### src/rtl/mem_line_arbiter_pkg.sv
// Shared types for the memory line arbiter: FSM states, pick result and line geometry.
package rv32i_types;

    typedef enum logic [2:0] {
        IDLE,
        SERVE_I,
        SERVE_D,
        DONE_I,
        DONE_D
    } arb_state_t;

    typedef enum logic [1:0] {
        PICK_NONE,
        PICK_I,
        PICK_D
    } arb_pick_t;

    localparam int unsigned LINE_BYTES    = 32;
    localparam int unsigned LINE_OFFSET_W = 5;

endpackage

### src/rtl/mem_line_arbiter_if.sv
// Bundles the instruction-side, data-side and physical-memory line ports of the arbiter.
interface mem_line_arbiter_if #(
    parameter int unsigned LINE_W = 256
);
    logic              i_read;
    logic [31:0]       i_addr;
    logic [LINE_W-1:0] i_rdata;
    logic              i_resp;

    logic              d_read;
    logic              d_write;
    logic [31:0]       d_addr;
    logic [LINE_W-1:0] d_wdata;
    logic [LINE_W-1:0] d_rdata;
    logic              d_resp;

    logic              pmem_read;
    logic              pmem_write;
    logic [31:0]       pmem_addr;
    logic [LINE_W-1:0] pmem_wdata;
    logic [LINE_W-1:0] pmem_rdata;
    logic              pmem_resp;

    // slave: the arbiter itself
    modport slave (
        input  i_read, i_addr, d_read, d_write, d_addr, d_wdata, pmem_rdata, pmem_resp,
        output i_rdata, i_resp, d_rdata, d_resp, pmem_read, pmem_write, pmem_addr, pmem_wdata
    );

    // master: caches plus physical memory surrounding the arbiter
    modport master (
        output i_read, i_addr, d_read, d_write, d_addr, d_wdata, pmem_rdata, pmem_resp,
        input  i_rdata, i_resp, d_rdata, d_resp, pmem_read, pmem_write, pmem_addr, pmem_wdata
    );

endinterface

### src/rtl/mem_line_arbiter_priority_pick.sv
// Combinational winner select: data side first, instruction side once starve_cnt saturates.
module arb_priority_pick
    import rv32i_types::*;
#(
    parameter int unsigned STARVE_LIMIT = 4,
    parameter int unsigned CNT_W        = 3
) (
    input  logic             req_d,
    input  logic             i_read,
    input  logic [CNT_W-1:0] starve_cnt,
    output arb_pick_t        pick,
    output logic [CNT_W-1:0] starve_next
);

    always_comb begin
        pick        = PICK_NONE;
        starve_next = starve_cnt;
        if (req_d && i_read) begin
            if (starve_cnt < CNT_W'(STARVE_LIMIT)) begin
                pick        = PICK_D;
                starve_next = starve_cnt + CNT_W'(1);
            end else begin
                pick        = PICK_I;
                starve_next = '0;
            end
        end else if (req_d) begin
            pick        = PICK_D;
            starve_next = '0;
        end else if (i_read) begin
            pick        = PICK_I;
            starve_next = '0;
        end
    end

endmodule

### src/rtl/mem_line_arbiter.sv
// Shares one physical-memory line port between the I-cache and D-cache miss paths.
module mem_line_arbiter
    import rv32i_types::*;
#(
    parameter int unsigned LINE_W       = 256,
    parameter int unsigned STARVE_LIMIT = 4
) (
    input  logic                clk,
    input  logic                rst,
    mem_line_arbiter_if.slave   bus
);

    localparam int unsigned CNT_W = $clog2(STARVE_LIMIT + 1);

    arb_state_t        state, state_n;
    logic [CNT_W-1:0]  starve_cnt, starve_n, starve_pick;
    arb_pick_t         pick;
    logic              rd_q, rd_n, wr_q, wr_n;
    logic [31:0]       addr_q, addr_n;
    logic [LINE_W-1:0] wdata_q, wdata_n;
    logic [LINE_W-1:0] i_rdata_q, i_rdata_n, d_rdata_q, d_rdata_n;
    logic              i_resp_q, i_resp_n, d_resp_q, d_resp_n;
    logic              unused_offset_bits;

    assign unused_offset_bits = ^{bus.i_addr[LINE_OFFSET_W-1:0], bus.d_addr[LINE_OFFSET_W-1:0]};

    arb_priority_pick #(
        .STARVE_LIMIT (STARVE_LIMIT),
        .CNT_W        (CNT_W)
    ) u_pick (
        .req_d       (bus.d_read | bus.d_write),
        .i_read      (bus.i_read),
        .starve_cnt  (starve_cnt),
        .pick        (pick),
        .starve_next (starve_pick)
    );

    always_comb begin
        state_n   = state;
        starve_n  = starve_cnt;
        rd_n      = rd_q;
        wr_n      = wr_q;
        addr_n    = addr_q;
        wdata_n   = wdata_q;
        i_rdata_n = i_rdata_q;
        d_rdata_n = d_rdata_q;
        i_resp_n  = 1'b0;
        d_resp_n  = 1'b0;
        case (state)
            IDLE: begin
                starve_n = starve_pick;
                case (pick)
                    PICK_D: begin
                        state_n = SERVE_D;
                        addr_n  = {bus.d_addr[31:LINE_OFFSET_W], LINE_OFFSET_W'(0)};
                        // read+write together is illegal; it resolves as a writeback
                        if (bus.d_write) begin
                            wr_n    = 1'b1;
                            wdata_n = bus.d_wdata;
                        end else begin
                            rd_n = 1'b1;
                        end
                    end
                    PICK_I: begin
                        state_n = SERVE_I;
                        addr_n  = {bus.i_addr[31:LINE_OFFSET_W], LINE_OFFSET_W'(0)};
                        rd_n    = 1'b1;
                    end
                    default: ;
                endcase
            end
            SERVE_I: begin
                if (bus.pmem_resp) begin
                    state_n   = DONE_I;
                    rd_n      = 1'b0;
                    i_rdata_n = bus.pmem_rdata;
                    i_resp_n  = 1'b1;
                end
            end
            SERVE_D: begin
                if (bus.pmem_resp) begin
                    state_n = DONE_D;
                    if (rd_q) begin
                        d_rdata_n = bus.pmem_rdata;
                    end
                    rd_n     = 1'b0;
                    wr_n     = 1'b0;
                    d_resp_n = 1'b1;
                end
            end
            DONE_I, DONE_D: state_n = IDLE;
            default:        state_n = IDLE;
        endcase
    end

    always_ff @(posedge clk or negedge rst) begin
        if (!rst) begin
            state      <= IDLE;
            starve_cnt <= '0;
            rd_q       <= 1'b0;
            wr_q       <= 1'b0;
            addr_q     <= '0;
            wdata_q    <= '0;
            i_rdata_q  <= '0;
            d_rdata_q  <= '0;
            i_resp_q   <= 1'b0;
            d_resp_q   <= 1'b0;
        end else begin
            state      <= state_n;
            starve_cnt <= starve_n;
            rd_q       <= rd_n;
            wr_q       <= wr_n;
            addr_q     <= addr_n;
            wdata_q    <= wdata_n;
            i_rdata_q  <= i_rdata_n;
            d_rdata_q  <= d_rdata_n;
            i_resp_q   <= i_resp_n;
            d_resp_q   <= d_resp_n;
        end
    end

    assign bus.pmem_read  = rd_q;
    assign bus.pmem_write = wr_q;
    assign bus.pmem_addr  = addr_q;
    assign bus.pmem_wdata = wdata_q;
    assign bus.i_rdata    = i_rdata_q;
    assign bus.d_rdata    = d_rdata_q;
    assign bus.i_resp     = i_resp_q;
    assign bus.d_resp     = d_resp_q;

endmodule

### src/flat_wrapper.sv
// flat-port wrapper written by rule: the top's interface ports become plain ports
module mem_line_arbiter_flat import rv32i_types::*;
#(
    parameter int unsigned LINE_W       = 256,
    parameter int unsigned STARVE_LIMIT = 4
)
  (clk, rst, bus_i_read, bus_i_addr, bus_d_read, bus_d_write, bus_d_addr, bus_d_wdata, bus_pmem_rdata, bus_pmem_resp, bus_i_rdata, bus_i_resp, bus_d_rdata, bus_d_resp, bus_pmem_read, bus_pmem_write, bus_pmem_addr, bus_pmem_wdata);
  mem_line_arbiter_if #(.LINE_W(LINE_W)) bus_i ();
  input  logic clk;
  input  logic rst;
  input wire logic [$bits(bus_i.i_read)-1:0] bus_i_read;
  input wire logic [$bits(bus_i.i_addr)-1:0] bus_i_addr;
  input wire logic [$bits(bus_i.d_read)-1:0] bus_d_read;
  input wire logic [$bits(bus_i.d_write)-1:0] bus_d_write;
  input wire logic [$bits(bus_i.d_addr)-1:0] bus_d_addr;
  input wire logic [$bits(bus_i.d_wdata)-1:0] bus_d_wdata;
  input wire logic [$bits(bus_i.pmem_rdata)-1:0] bus_pmem_rdata;
  input wire logic [$bits(bus_i.pmem_resp)-1:0] bus_pmem_resp;
  output wire logic [$bits(bus_i.i_rdata)-1:0] bus_i_rdata;
  output wire logic [$bits(bus_i.i_resp)-1:0] bus_i_resp;
  output wire logic [$bits(bus_i.d_rdata)-1:0] bus_d_rdata;
  output wire logic [$bits(bus_i.d_resp)-1:0] bus_d_resp;
  output wire logic [$bits(bus_i.pmem_read)-1:0] bus_pmem_read;
  output wire logic [$bits(bus_i.pmem_write)-1:0] bus_pmem_write;
  output wire logic [$bits(bus_i.pmem_addr)-1:0] bus_pmem_addr;
  output wire logic [$bits(bus_i.pmem_wdata)-1:0] bus_pmem_wdata;
  assign bus_i.i_read = bus_i_read;
  assign bus_i.i_addr = bus_i_addr;
  assign bus_i.d_read = bus_d_read;
  assign bus_i.d_write = bus_d_write;
  assign bus_i.d_addr = bus_d_addr;
  assign bus_i.d_wdata = bus_d_wdata;
  assign bus_i.pmem_rdata = bus_pmem_rdata;
  assign bus_i.pmem_resp = bus_pmem_resp;
  assign bus_i_rdata = bus_i.i_rdata;
  assign bus_i_resp = bus_i.i_resp;
  assign bus_d_rdata = bus_i.d_rdata;
  assign bus_d_resp = bus_i.d_resp;
  assign bus_pmem_read = bus_i.pmem_read;
  assign bus_pmem_write = bus_i.pmem_write;
  assign bus_pmem_addr = bus_i.pmem_addr;
  assign bus_pmem_wdata = bus_i.pmem_wdata;
  mem_line_arbiter #(.LINE_W(LINE_W), .STARVE_LIMIT(STARVE_LIMIT)) u_core (.clk(clk), .rst(rst), .bus(bus_i));
endmodule
### config.mk
export PLATFORM = sky130hd
export DESIGN_NAME = mem_line_arbiter_flat
export DESIGN_NICKNAME = d
export VERILOG_FILES = /design/src/rtl/mem_line_arbiter_pkg.sv /design/src/rtl/mem_line_arbiter_if.sv /design/src/rtl/mem_line_arbiter_priority_pick.sv /design/src/rtl/mem_line_arbiter.sv /design/src/flat_wrapper.sv
export SDC_FILE = /design/constraint.sdc
export NUM_CORES = 1
export LEC_CHECK = 0
export BUFFER_PORTS_ARGS = -buffer_cell sky130_fd_sc_hd__buf_2
export CORE_AREA = 2 2 538 540
export CTS_BUF_LIST = sky130_fd_sc_hd__clkbuf_16
export DETAILED_ROUTE_END_ITERATION = 6
export DIE_AREA = 0 0 540 542
export PLACE_DENSITY = 0.32
export RECOVER_POWER = 100
export REMOVE_ABC_BUFFERS = 1
export SYNTH_ARGS = -nofsm -noshare
export SYNTH_HDL_FRONTEND = slang
export SYNTH_HIERARCHICAL = 1
export SYNTH_SLANG_ARGS = --single-unit
### constraint.sdc
create_clock -name clk -period 2.69 [get_ports clk]
set_input_delay 0.1345 -clock clk [delete_from_list [all_inputs] [get_ports clk]]
set_output_delay 0.1345 -clock clk [all_outputs]
set_load 0.1 [all_outputs]
# == Word-level counts from Yosys, hierarchy flattened ==
# Cells that the tools add are included.
# classes
order_cmp,1
reduce_logical,15
eq_ne,11
bitwise_logic,1
n_addsub,1
mux,23
# op_table
cell,n
32-bit one-hot mux with 2 select lines,1
3-bit 2-to-1 mux,6
3-bit one-hot mux with 3 select lines,1
3-bit AND reduction,3
1-bit 2-to-1 mux,8
"2-bit != test, second input constant",4
4-bit AND reduction,2
2-bit 2-to-1 mux,3
"3-bit != test, second input constant",2
1-bit one-hot mux with 2 select lines,3
3-bit one-hot mux with 2 select lines,1
2-bit AND reduction,3
2-bit nonzero test,3
"3-bit by 1-bit adder with 3-bit output, second input constant",1
"3-bit by 1-bit equality test with 1-bit output, second input constant",1
"3-bit by 2-bit equality test with 1-bit output, second input constant",1
3-bit zero test,1
"3-bit < comparator, second input constant",1
3-bit nonzero test,1
"2-bit by 1-bit equality test with 1-bit output, second input constant",1
"2-bit equality test, second input constant",1
"2-bit by 1-bit != test with 1-bit output, second input constant",1
2-bit OR reduction,1
1-bit logical AND,1
1-bit OR,1
# totals
elab_cells,62
input_bits,582
output_inout_bits,804
reg_bits,810

# == Depth between registers and ports, before layout ==
# Gate-level depths: netlist (run 1).
# depth
word_depth,6
mapped_depth,9

# == Cells and area by module ==
# Netlist (run 1), hierarchy kept.
# modules_own_cells
mod,area_each_um2,cells_per_inst,n_inst
mem_line_arbiter,31517.7,1783,1
arb_priority_pick,83.8,11,1

# == Worst setup path before layout (run 1) ==
# OpenSTA, ideal clock, no wires.
# synth_path
kind,input to register
start,input bus_d_write
end,"register u_core.wdata_q[0], in the netlist u_core/bus.pmem_wdata[0]"
required_time_ns,2.564
path_slack_ns,0.724
t_arrival_ns,1.839
path_buffers,3
path_stages,9
path_cell_list,or2_2 -> a21boi_0 -> inv_1 -> ha_1 -> and3_1 -> buf_6 -> buf_12 -> buf_12 -> mux2_4
# synth_between
elab_chain_len,5
word_cells_on_any_way,6
cone_classes,eq/ne: 1; mux: 2; bitwise: 1; reduce/logical: 2
# synth_lines
item,line_no,rtl
start: declaration,flat_wrapper.sv:14,input wire logic [$bits(bus_i.d_write)-1:0] bus_d_write;
1-bit OR *,mem_line_arbiter.sv:31,".req_d (bus.d_read | bus.d_write),"
2-bit 2-to-1 mux or 1-bit logical AND (tied branches),"mem_line_arbiter_priority_pick.sv:26, mem_line_arbiter_priority_pick.sv:18",
2-bit 2-to-1 mux *,mem_line_arbiter_priority_pick.sv:18,if (req_d && i_read) begin
named net u_core.pick[0],mem_line_arbiter.sv:17,arb_pick_t pick;
2-bit equality test *,mem_line_arbiter.sv:52,case (pick)
3-bit AND reduction (no source line) *,--,
end signal: assignment,mem_line_arbiter.sv:114,wdata_q <= wdata_n;
end: declaration,mem_line_arbiter.sv:20,"logic [LINE_W-1:0] wdata_q, wdata_n;"
# Mark *: on every way through the listed nets, which the timed path passes. The rest lies on a longest branch.
# A chain may end at the register's enable or synchronous reset.

# == Worst setup path after layout (run 1) ==
# layout_path
start,register u_core.state[2]
end,"register u_core.d_rdata_q[224], in the netlist u_core/bus.d_rdata[224]"
# layout_between
elab_chain_len,2
# layout_lines
item,line_no,rtl
start: declaration,mem_line_arbiter.sv:15,"arb_state_t state, state_n;"
start signal: assignment,mem_line_arbiter.sv:109,state <= state_n;
3-bit by 2-bit equality test with 1-bit output,mem_line_arbiter.sv:49,case (state)
3-bit AND reduction (no source line),--,
end signal: assignment,mem_line_arbiter.sv:116,d_rdata_q <= d_rdata_n;
end: declaration,mem_line_arbiter.sv:21,"logic [LINE_W-1:0] i_rdata_q, i_rdata_n, d_rdata_q, d_rdata_n;"
# No other way between the ends.

==> impl_metrics.ini, run 1 <==
[clocking]
clock-sinks = 805
clkLatencyLatePin_ns = 0.80
path_clk_slew_ns = 0.06
clock_tree.buffer_depth = 4
clockRootBuffer = sky130_fd_sc_hd__clkbuf_16
cts_setup_buffers = 0
h-tree-depth = 3
cts-buffers-inserted = 109
cts_tree = done

[layout]
ff_latch_area_mm2 = 0.0201
layout.filler_cells = 32200
nNetsFinal = 4454
area_growth_pct = 60.1
multi_input_comb_area_mm2 = 0.00961
post-route-cell-area_mm2 = 0.0506
post_route_cells_drive_above_1_share = 0.372

[yosys]
yosysSeqAreaShare = 0.637
synthesis.area_mm2 = 0.0316
yosysMostFrequentCell = sky130_fd_sc_hd__dfrtp_1
synthesis.area_per_instance_um2 = 17.6
ys_top_cells_by_area = sky130_fd_sc_hd__dfrtp_1 (64%), sky130_fd_sc_hd__mux2_2 (20%), sky130_fd_sc_hd__mux2_4 (9.5%), sky130_fd_sc_hd__buf_6 (2.0%), sky130_fd_sc_hd__buf_12 (1.4%)
synth_cell_types = 36
synth_common_cells = sky130_fd_sc_hd__dfrtp_1 (805), sky130_fd_sc_hd__mux2_2 (551), sky130_fd_sc_hd__mux2_4 (200)
postSynthCellCount = 1794
synth.largest_area_cell = sky130_fd_sc_hd__dfrtp_1
ys.warnings.count = 6
synth_enable_flop_cells = 0
synth_top_flop_cell = sky130_fd_sc_hd__dfrtp_1
synth_seq_cells = 805
synthDominantCellAreaShare = 0.637
async_flop_share = 1.00

[timing]
setup-violations-final = 0
fin_crit_sh = 0.907
finalHoldViolations = 0
fmax_mhz = 410
fin_setup_tns_ns = 0
grt_setup_unrepaired = no
finalHoldWorstSlack_ns = 0.105
report.final.slew_viol_count = 24
fin_crit_ns = 2.44
fin_worst_skew_ns = 0.0438
worst_pin_slew_ns = 1.69
maxSlewHeadroom = -0.129

[global_route]
antenna_found_initial = 104
grt_remaining_overflow = 0
grt_max_degree = 63
grt_usage = 0.117
global_route_wire_length_before_repair_um = 238000
first_global_vias = 26400

[die]
fp.dieArea_mm2 = 0.293
die_height_um = 542
core_region_area_mm2 = 0.287
ios = 1386
die_w_um = 540
floorplan.rows = 197
floorplan.initialDensity = 0.110

[drt]
route.final.wire_length_um = 175000
average_wire_length_per_cell_after_detail_routing_um = 22.5
vias = 24000
drt-vias-per-instance = 3.08
dr.pass1.iters = 7
violation_count_after_the_first_detailed_route_iteration = 725
drc = 2
drt.antenna.violating_nets = 0

[status]
violated_checks = design-rule violations, max-capacitance violations, max-slew violations
outcome = finished, violations left

[critical_path]
critical_path_required_ns = 3.38
cp_max_fo = 47
criticalPathCategory = register to register
crit_path_start_kind = register
endpoint_kind = register
worst_ep_arrival_time_ns = 3.13

[place]
buffer_ports.inserted = 1370
place.detailed.hpwl_um = 144000
placement.cell_area_mm2 = 0.0431
gp_congestion = 0.815

[worst_hold_path]
tightest_hold_check_type = input port to register

[run]
number_of_max_capacitance_violations_reported = 1
[final cells by class]
type                       count  share of cell area
tap                         3781              0.0935
multi-input combinational    888               0.190
inverter                       4            0.000297
clock buffer                 109              0.0539
sequential                   805               0.398
antenna                       37             0.00183
timing repair buffer        2061               0.251
clock inverter                88              0.0110
[per-stage QoR]
stage / worst slack (ns) / utilization / instances
finish: 0.251 / 0.176 / 7773
global route: 0.0673 / 0.176 / 7750
CTS: 0.297 / 0.183 / 7736
detailed placement: 0.319 / 0.150 / 6940
global placement: 0.228 / 0.150 / 6940
floorplan: -7.98 / - / 1697
[cell usage in the layout (no fill, tap or decap), types with 30 or more instances in the layout]
cell type and count:
sky130_fd_sc_hd__buf_2 571, sky130_fd_sc_hd__clkbuf_1 719, sky130_fd_sc_hd__clkbuf_16 109, sky130_fd_sc_hd__clkbuf_2 139, sky130_fd_sc_hd__clkinv_1 30, sky130_fd_sc_hd__dfrtp_1 805, sky130_fd_sc_hd__diode_2 37, sky130_fd_sc_hd__dlygate4sd3_1 598
sky130_fd_sc_hd__inv_1 32, sky130_fd_sc_hd__mux2_1 190, sky130_fd_sc_hd__mux2_2 551, sky130_fd_sc_hd__mux2_4 30, sky130_fd_sc_hd__nor2_1 30
[logic make-up after synthesis]
| family | count (synthesis) | share of synthesized area |
|---|---|---|
| AO/OA/AOI/OAI | 37 | 0.00689 |
| XOR/XNOR | 1 | 0.000277 |
| adder cells (fa/ha/maj) | 3 | 0.00119 |
| buffers and inverters | 105 | 0.0393 |
| flip-flops | 805 | 0.637 |
| multiplexers | 798 | 0.307 |
| other | 1 | 0.000119 |
| AND/OR/NAND/NOR | 44 | 0.00772 |
[metal layers]
metal,GRT usage,vias to the layer above,share of wire
met2,0.198,1114,0.48
li1,-,10600,-
met3,0.0478,239,0.096
met4,0.0214,48,0.021
met5,0,-,0.0019
met1,0.139,12000,0.40
[sequential cells by signal, summed over array words and instances, names as in the netlist]
name and cells:
u_core/bus.d_rdata 256, u_core/state 3, u_core/bus.i_resp 1, u_core/bus.pmem_read 1, u_core/bus.d_resp 1, u_core/starve_cnt 3
u_core/bus.pmem_write 1, u_core/bus.pmem_wdata 256, u_core/bus.pmem_addr 27, u_core/bus.i_rdata 256
[repair_timing]
action / 4_1_cts / 5_1_grt
hold buffers: 599 / 0
endpoints found under the setup margin: 0 / 0
gates resized for setup: 0 / 0
hold endpoints to repair: 1530 / 0
[path summary, 6_finish.rpt]
| path | from | endpoint | slack [ns] | depth (start not counted) |
|---|---|---|---|---|
| worst max-delay path | u_core/state[2] | u_core/bus.d_rdata[224] | 0.25 | 5 |
| worst min-delay path | bus_pmem_rdata[251] | u_core/bus.d_rdata[251] | 0.10 | 3 |
| worst max register to register | u_core/state[2] | u_core/bus.d_rdata[224] | 0.25 | 5 |
| worst min register to register | u_core/bus.pmem_wdata[197] | u_core/bus.pmem_wdata[197] | 0.48 | 1 |
| max in group asynchronous | rst | u_core/bus.pmem_wdata[251] | 0.41 | 4 |
| min in group asynchronous | rst | u_core/bus.pmem_wdata[208] | 1.03 | 3 |
[worst max-delay path, stage by stage (launching register included)]
cell and delay [ns]:
sky130_fd_sc_hd__dfrtp_1 0.54, sky130_fd_sc_hd__and4bb_1 0.35, sky130_fd_sc_hd__nand2_8 0.11, sky130_fd_sc_hd__buf_12 0.17, sky130_fd_sc_hd__buf_4 0.62, sky130_fd_sc_hd__mux2_2 0.41
Power of run 1 is not shown: default switching activity piles up to over one toggle a cycle in this logic, so the estimate is an artifact.
==> inputs of run 2 (changes only) <==
--- a/config.mk
+++ b/config.mk
@@ -6,6 +6,7 @@
 export NUM_CORES = 1
 export LEC_CHECK = 0
 export BUFFER_PORTS_ARGS = -buffer_cell sky130_fd_sc_hd__buf_2
+export CAP_MARGIN = 10
 export CORE_AREA = 2 2 538 540
 export CTS_BUF_LIST = sky130_fd_sc_hd__clkbuf_16
 export DETAILED_ROUTE_END_ITERATION = 6
==> constraint.sdc (replaced) <==
create_clock -name clk -period 2.69 [get_ports clk]
set_input_delay 0.4035 -clock clk [delete_from_list [all_inputs] [get_ports clk]]
set_output_delay 0.4035 -clock clk [all_outputs]
set_load 0.1 [all_outputs]
==> impl_metrics.ini, run 2 (synthesis results as in run 1) <==
[drt]
met1Wirelength_um = 70800
route.final.wire_length_um = 175000
met2_wirelength_um = 83300
route.top_layer_used = met5
drt-vias-per-instance = 3.07
violation_count_after_the_first_detailed_route_iteration = 765
drt.antenna.violating_nets = 0
dr.pass1.iters = 4
average_wire_length_per_cell_after_detail_routing_um = 22.6
drc = 0
vias = 23800
wl_met3_um = 16200

[run]
number_of_max_capacitance_violations_reported = 2

[critical_path]
crit_path_start_kind = input port
crit_end = u_core/bus.pmem_addr[14]
criticalPathCategory = input port to register
critical-path-slowest-cell = sky130_fd_sc_hd__dlygate4sd3_1
cp_max_fo = 27
endpoint_kind = register
crit_path_frequent_cell = sky130_fd_sc_hd__dlygate4sd3_1
critical_path_required_ns = 3.35
worst_ep_arrival_time_ns = 3.20
cp_slowest_stage_delay_ns = 0.59
start_of_the_worst_register_to_register_path = u_core/state[0]
critPathLaunch = bus_d_write
rrSetupSlack_ns = 0.20
timing.critical_path.cells = dlygate4sd3_1, buf_2, or2_2, a21boi_0, clkbuf_4, ha_1, buf_12, mux2i_1, dlygate4sd3_1, a21oi_1
ff2ff_path_depth = 5
crit-reg2reg-capture = u_core/bus.d_rdata[162]

[die]
fp.dieArea_mm2 = 0.293
die_w_um = 540
core_region_area_mm2 = 0.287
floorplan.initialDensity = 0.110
ios = 1386
floorplan.rows = 197
die_height_um = 542

[clocking]
h-tree-depth = 3
path_clk_slew_ns = 0.05
cts-resized-gates = 0
clock_tree.buffer_depth = 4
clockRootBuffer = sky130_fd_sc_hd__clkbuf_16
clock-sinks = 805
clkLatencyLatePin_ns = 0.83
cts-buffers-inserted = 111
cts_tree = done

[layout]
layout.cells.most_common_list = sky130_fd_sc_hd__clkbuf_2 (821), sky130_fd_sc_hd__dfrtp_1 (805), sky130_fd_sc_hd__buf_2 (571)
stdcell_count = 7733
post-route-util = 0.179
post_route_cells_drive_above_1_share = 0.556
area_growth_pct = 62.4
nNetsFinal = 4424
commonest_non_fill_non_tap_cell_in_the_layout = sky130_fd_sc_hd__clkbuf_2

[status]
violated_checks = max-capacitance violations, max-slew violations
outcome = finished, violations left

[timing]
fin_crit_ns = 2.54
fmax_mhz = 394
worst_pin_slew_ns = 1.69
report.final.slew_viol_count = 131
setup-violations-final = 0
maxSlewHeadroom = -0.128
finalHoldViolations = 0
finalWorstSetupSlack_ns = 0.153
fin_crit_sh = 0.943
grt_setup_unrepaired = no
finalHoldWorstSlack_ns = 0.152
fin_worst_skew_ns = 0.0318

[global_route]
grt_usage = 0.117
antenna_found_initial = 106
first_global_vias = 26300
grt_max_degree = 87
grt_remaining_overflow = 0
global_route_wire_length_before_repair_um = 237000

[place]
gp_congestion = 0.809
buffer_ports.inserted = 1370
place.detailed.hpwl_um = 144000
detailedPlace.worstSlack_ns = 0.185
dp.cells = 6937

[worst_hold_path]
tightest_hold_check_type = input port to async pin
==> run 2: area by class of cell <==
type                            count  area [um2]
Tap cell                         3781        4730
Antenna cell                       30        75.1
Multi-Input combinational cell    888        9650
Timing Repair Buffer             2029       13300
Sequential cell                   805       20100
Clock inverter                     85         616
Clock buffer                      111        2780
Fill cell                       31800      236000
Inverter                            4        15.0
==> run 2: worst min-delay path by stage <==
stage / to / cells after the start
global placement: u_core/bus.d_rdata[93] / 1
finish: u_core/bus.d_rdata[93] / 2
global route: u_core/bus.d_rdata[93] / 2
detailed placement: u_core/bus.d_rdata[93] / 1
CTS: u_core/bus.d_rdata[93] / 2
floorplan: u_core/bus.d_rdata[0] / 0
==> run 2: critical path: cells and delay by family <==
family                     cells  cell delay [ns]
buffers and inverters          5             1.68
muxes                          1             0.25
and+or+nand+nor                1             0.32
AOI/OAI and AO/OA              2             0.25
adders and majority gates      1             0.26
==> run 2: timing repair <==
action | in CTS | in global routing
buffers inserted | 0 | 0
endpoints found under the hold margin | 814 | 0
hold buffers | 570 | 0
==> run 2: through the flow <==
step                TNS (ns)  instance area [um2]
global placement           0                43100
CTS                        0                52200
detailed placement         0                43100
global route               0                51300
finish                     0                51300
floorplan           -3117.39                30400
==> run 2: per-layer routing <==
layer	global-route usage	vias up
met4	0.0290	48
met1	0.138	11800
li1	-	10500
met3	0.0452	259
met2	0.197	1114
met5	0	-
Power of run 2 is left out for the same reason.
==> inputs of run 3 (changes only) <==
--- a/config.mk
+++ b/config.mk
@@ -5,6 +5,7 @@
 export SDC_FILE = /design/constraint.sdc
 export NUM_CORES = 1
 export LEC_CHECK = 0
+export ABC_AREA = 1
 export BUFFER_PORTS_ARGS = -buffer_cell sky130_fd_sc_hd__buf_2
 export CAP_MARGIN = 10
 export CORE_AREA = 2 2 538 540
==> impl_metrics.ini, run 3 <==
[status]
outcome = finished, violations left
violated_checks = max-capacitance violations, max-slew violations

[layout]
commonest_non_fill_non_tap_cell_in_the_layout = sky130_fd_sc_hd__nand2_1
multi_input_comb_area_mm2 = 0.0102
ff_latch_area_mm2 = 0.0201
nNetsFinal = 6067
post_route_cells_drive_above_1_share = 0.298
area_growth_pct = 66.7
layout.filler_cells = 32500
layout.cells.most_common_list = sky130_fd_sc_hd__nand2_1 (1846), sky130_fd_sc_hd__clkbuf_2 (819), sky130_fd_sc_hd__dfrtp_1 (805)
post-route-util = 0.183

[timing]
fin_crit_sh = 0.927
maxSlewHeadroom = -0.617
fin_worst_skew_ns = 0.0389
report.final.slew_viol_count = 34
fin_crit_ns = 2.49
finalHoldWorstSlack_ns = 0.123
finalHoldViolations = 0
worst_pin_slew_ns = 2.43
grt_setup_unrepaired = no
fmax_mhz = 401
setup-violations-final = 0

[critical_path]
critical_path.top_delay_family = buffers and inverters
cp_slowest_stage_delay_ns = 0.60
critical-path-slowest-cell = sky130_fd_sc_hd__dlygate4sd3_1
cp_max_fo = 23
endpoint_kind = register
criticalPathCategory = input port to register
path_buf_inv = 6
critical_path_required_ns = 3.42
crit_path_start_kind = input port
worst_ep_arrival_time_ns = 3.23
timing.critical_path.cells = dlygate4sd3_1, buf_2, or2_2, inv_1, o21a_1, inv_1, ha_1, nor2_1, buf_12, o211ai_1, dlygate4sd3_1, nand2_1

[clocking]
cts-resized-gates = 0
clock-sinks = 805
postCtsHoldBufs = 571
cts_tree = done
clkLatencyLatePin_ns = 0.81
path_clk_slew_ns = 0.06
h-tree-depth = 3
clockRootBuffer = sky130_fd_sc_hd__clkbuf_16
cts_setup_buffers = 0
cts-buffers-inserted = 110
clock_tree.buffer_depth = 4

[global_route]
grt_remaining_overflow = 0
grt_max_degree = 139
grt_usage = 0.126
antenna_found_initial = 49
first_global_vias = 34200
global_route_wire_length_before_repair_um = 268000

[run]
number_of_max_capacitance_violations_reported = 1

[yosys]
synth_cell_types = 26
synth_common_cells = sky130_fd_sc_hd__nand2_1 (1846), sky130_fd_sc_hd__dfrtp_1 (805), sky130_fd_sc_hd__o21ai_0 (482)
yosysSeqAreaShare = 0.638
yosysMostFrequentCell = sky130_fd_sc_hd__nand2_1
async_flop_share = 1.00
synthesis.area_mm2 = 0.0316
ys_top_cells_by_area = sky130_fd_sc_hd__dfrtp_1 (64%), sky130_fd_sc_hd__nand2_1 (22%), sky130_fd_sc_hd__o21ai_0 (7.6%), sky130_fd_sc_hd__buf_2 (1.5%), sky130_fd_sc_hd__clkbuf_1 (1.3%)
synth.largest_area_cell = sky130_fd_sc_hd__dfrtp_1
synth_enable_flop_cells = 0
synthDominantCellAreaShare = 0.638
ys.warnings.count = 6
synthesis.area_per_instance_um2 = 8.93
synth_top_flop_cell = sky130_fd_sc_hd__dfrtp_1
synth_seq_cells = 805
postSynthCellCount = 3533

[die]
fp.dieArea_mm2 = 0.293
core_region_area_mm2 = 0.287
floorplan.rows = 197
die_w_um = 540
floorplan.initialDensity = 0.110
ios = 1386
die_height_um = 542

[drt]
drc = 0
average_wire_length_per_cell_after_detail_routing_um = 20.3
dr.pass1.iters = 5
vias = 32200
drt.antenna.violating_nets = 0
drt-vias-per-instance = 3.43
violation_count_after_the_first_detailed_route_iteration = 1586
route.final.wire_length_um = 190000

[place]
buffer_ports.inserted = 1370
place.detailed.hpwl_um = 146000
gp_congestion = 0.839

[worst_hold_path]
tightest_hold_check_type = input port to register
==> run 3: cell types whose count changed after synthesis, moves of 57 or more <==
cell                       change
sky130_fd_sc_hd__mux2_2      -551
sky130_fd_sc_hd__buf_2        +91
sky130_fd_sc_hd__o21ai_0     +482
sky130_fd_sc_hd__buf_6        -57
sky130_fd_sc_hd__nand2_1    +1846
sky130_fd_sc_hd__clkbuf_1    +105
sky130_fd_sc_hd__mux2_4      -200
sky130_fd_sc_hd__o21ai_1      +59
==> run 3: metrics by stage <==
stage	instance area, um2	cells	setup WS, ns	TNS, ns
after CTS	52900	9339	0.316	0
after floorplan	30400	3294	-7.02	-3545.21
after detailed placement	43800	8580	0.176	0
final	52600	9371	0.197	0
after global routing	52600	9361	0.101	0
after global placement	43800	8580	0.171	0
==> run 3: worst paths after layout <==
check	depth (start not counted)	to	from	slack (ns)
hold / removal	7	u_core/starve_cnt[0]	bus_d_write	0.12
setup / recovery	12	u_core/bus.pmem_addr[29]	bus_d_read	0.20
hold reg to reg	2	u_core/bus.i_rdata[135]	u_core/bus.i_rdata[135]	0.48
max in group asynchronous	4	u_core/bus.i_rdata[219]	rst	0.26
setup reg to reg	8	u_core/bus.i_rdata[144]	u_core/state[1]	0.24
min in group asynchronous	2	u_core/bus.d_rdata[113]	rst	0.93
==> run 3: area by class of cell <==
| type | instances | share of cell area |
|---|---|---|
| Timing Repair Buffer | 2076 | 0.267 |
| Clock inverter | 77 | 0.0108 |
| Clock buffer | 111 | 0.0528 |
| Antenna cell | 32 | 0.00152 |
| Sequential cell | 805 | 0.383 |
| Inverter | 17 | 0.00145 |
| Tap cell | 3781 | 0.0899 |
| Multi-Input combinational cell | 2472 | 0.194 |
==> run 3: tightest hold or removal path, stage by stage <==
cell,delay (ns)
sky130_fd_sc_hd__buf_2,0.09
sky130_fd_sc_hd__or2_2,0.13
sky130_fd_sc_hd__nor2_1,0.06
sky130_fd_sc_hd__nand2_1,0.05
sky130_fd_sc_hd__nand2_1,0.05
sky130_fd_sc_hd__nand2_1,0.06
sky130_fd_sc_hd__nand2_1,0.04
==> run 3: cell families (layout without fill, tap and decap cells) <==
family | count (synthesis) | count (layout) | share of synthesized area
AND/OR/NAND/NOR | 1891 | 1891 | 0.229
flip-flops | 805 | 805 | 0.638
AO/OA/AOI/OAI | 573 | 573 | 0.0931
buffers and inverters | 260 | 2281 | 0.0385
adder cells (fa/ha/maj) | 3 | 3 | 0.00119
other | 1 | 37 | 0.000119
==> run 3: per-layer routing <==
layer	vias to the layer above	global-route usage	wire length, um
met5	-	0	154
met4	22	0.0389	6350
met3	271	0.0424	15600
met2	1261	0.220	93300
met1	15600	0.143	74800
li1	15100	-	-
Power of run 3 is left out for the same reason.
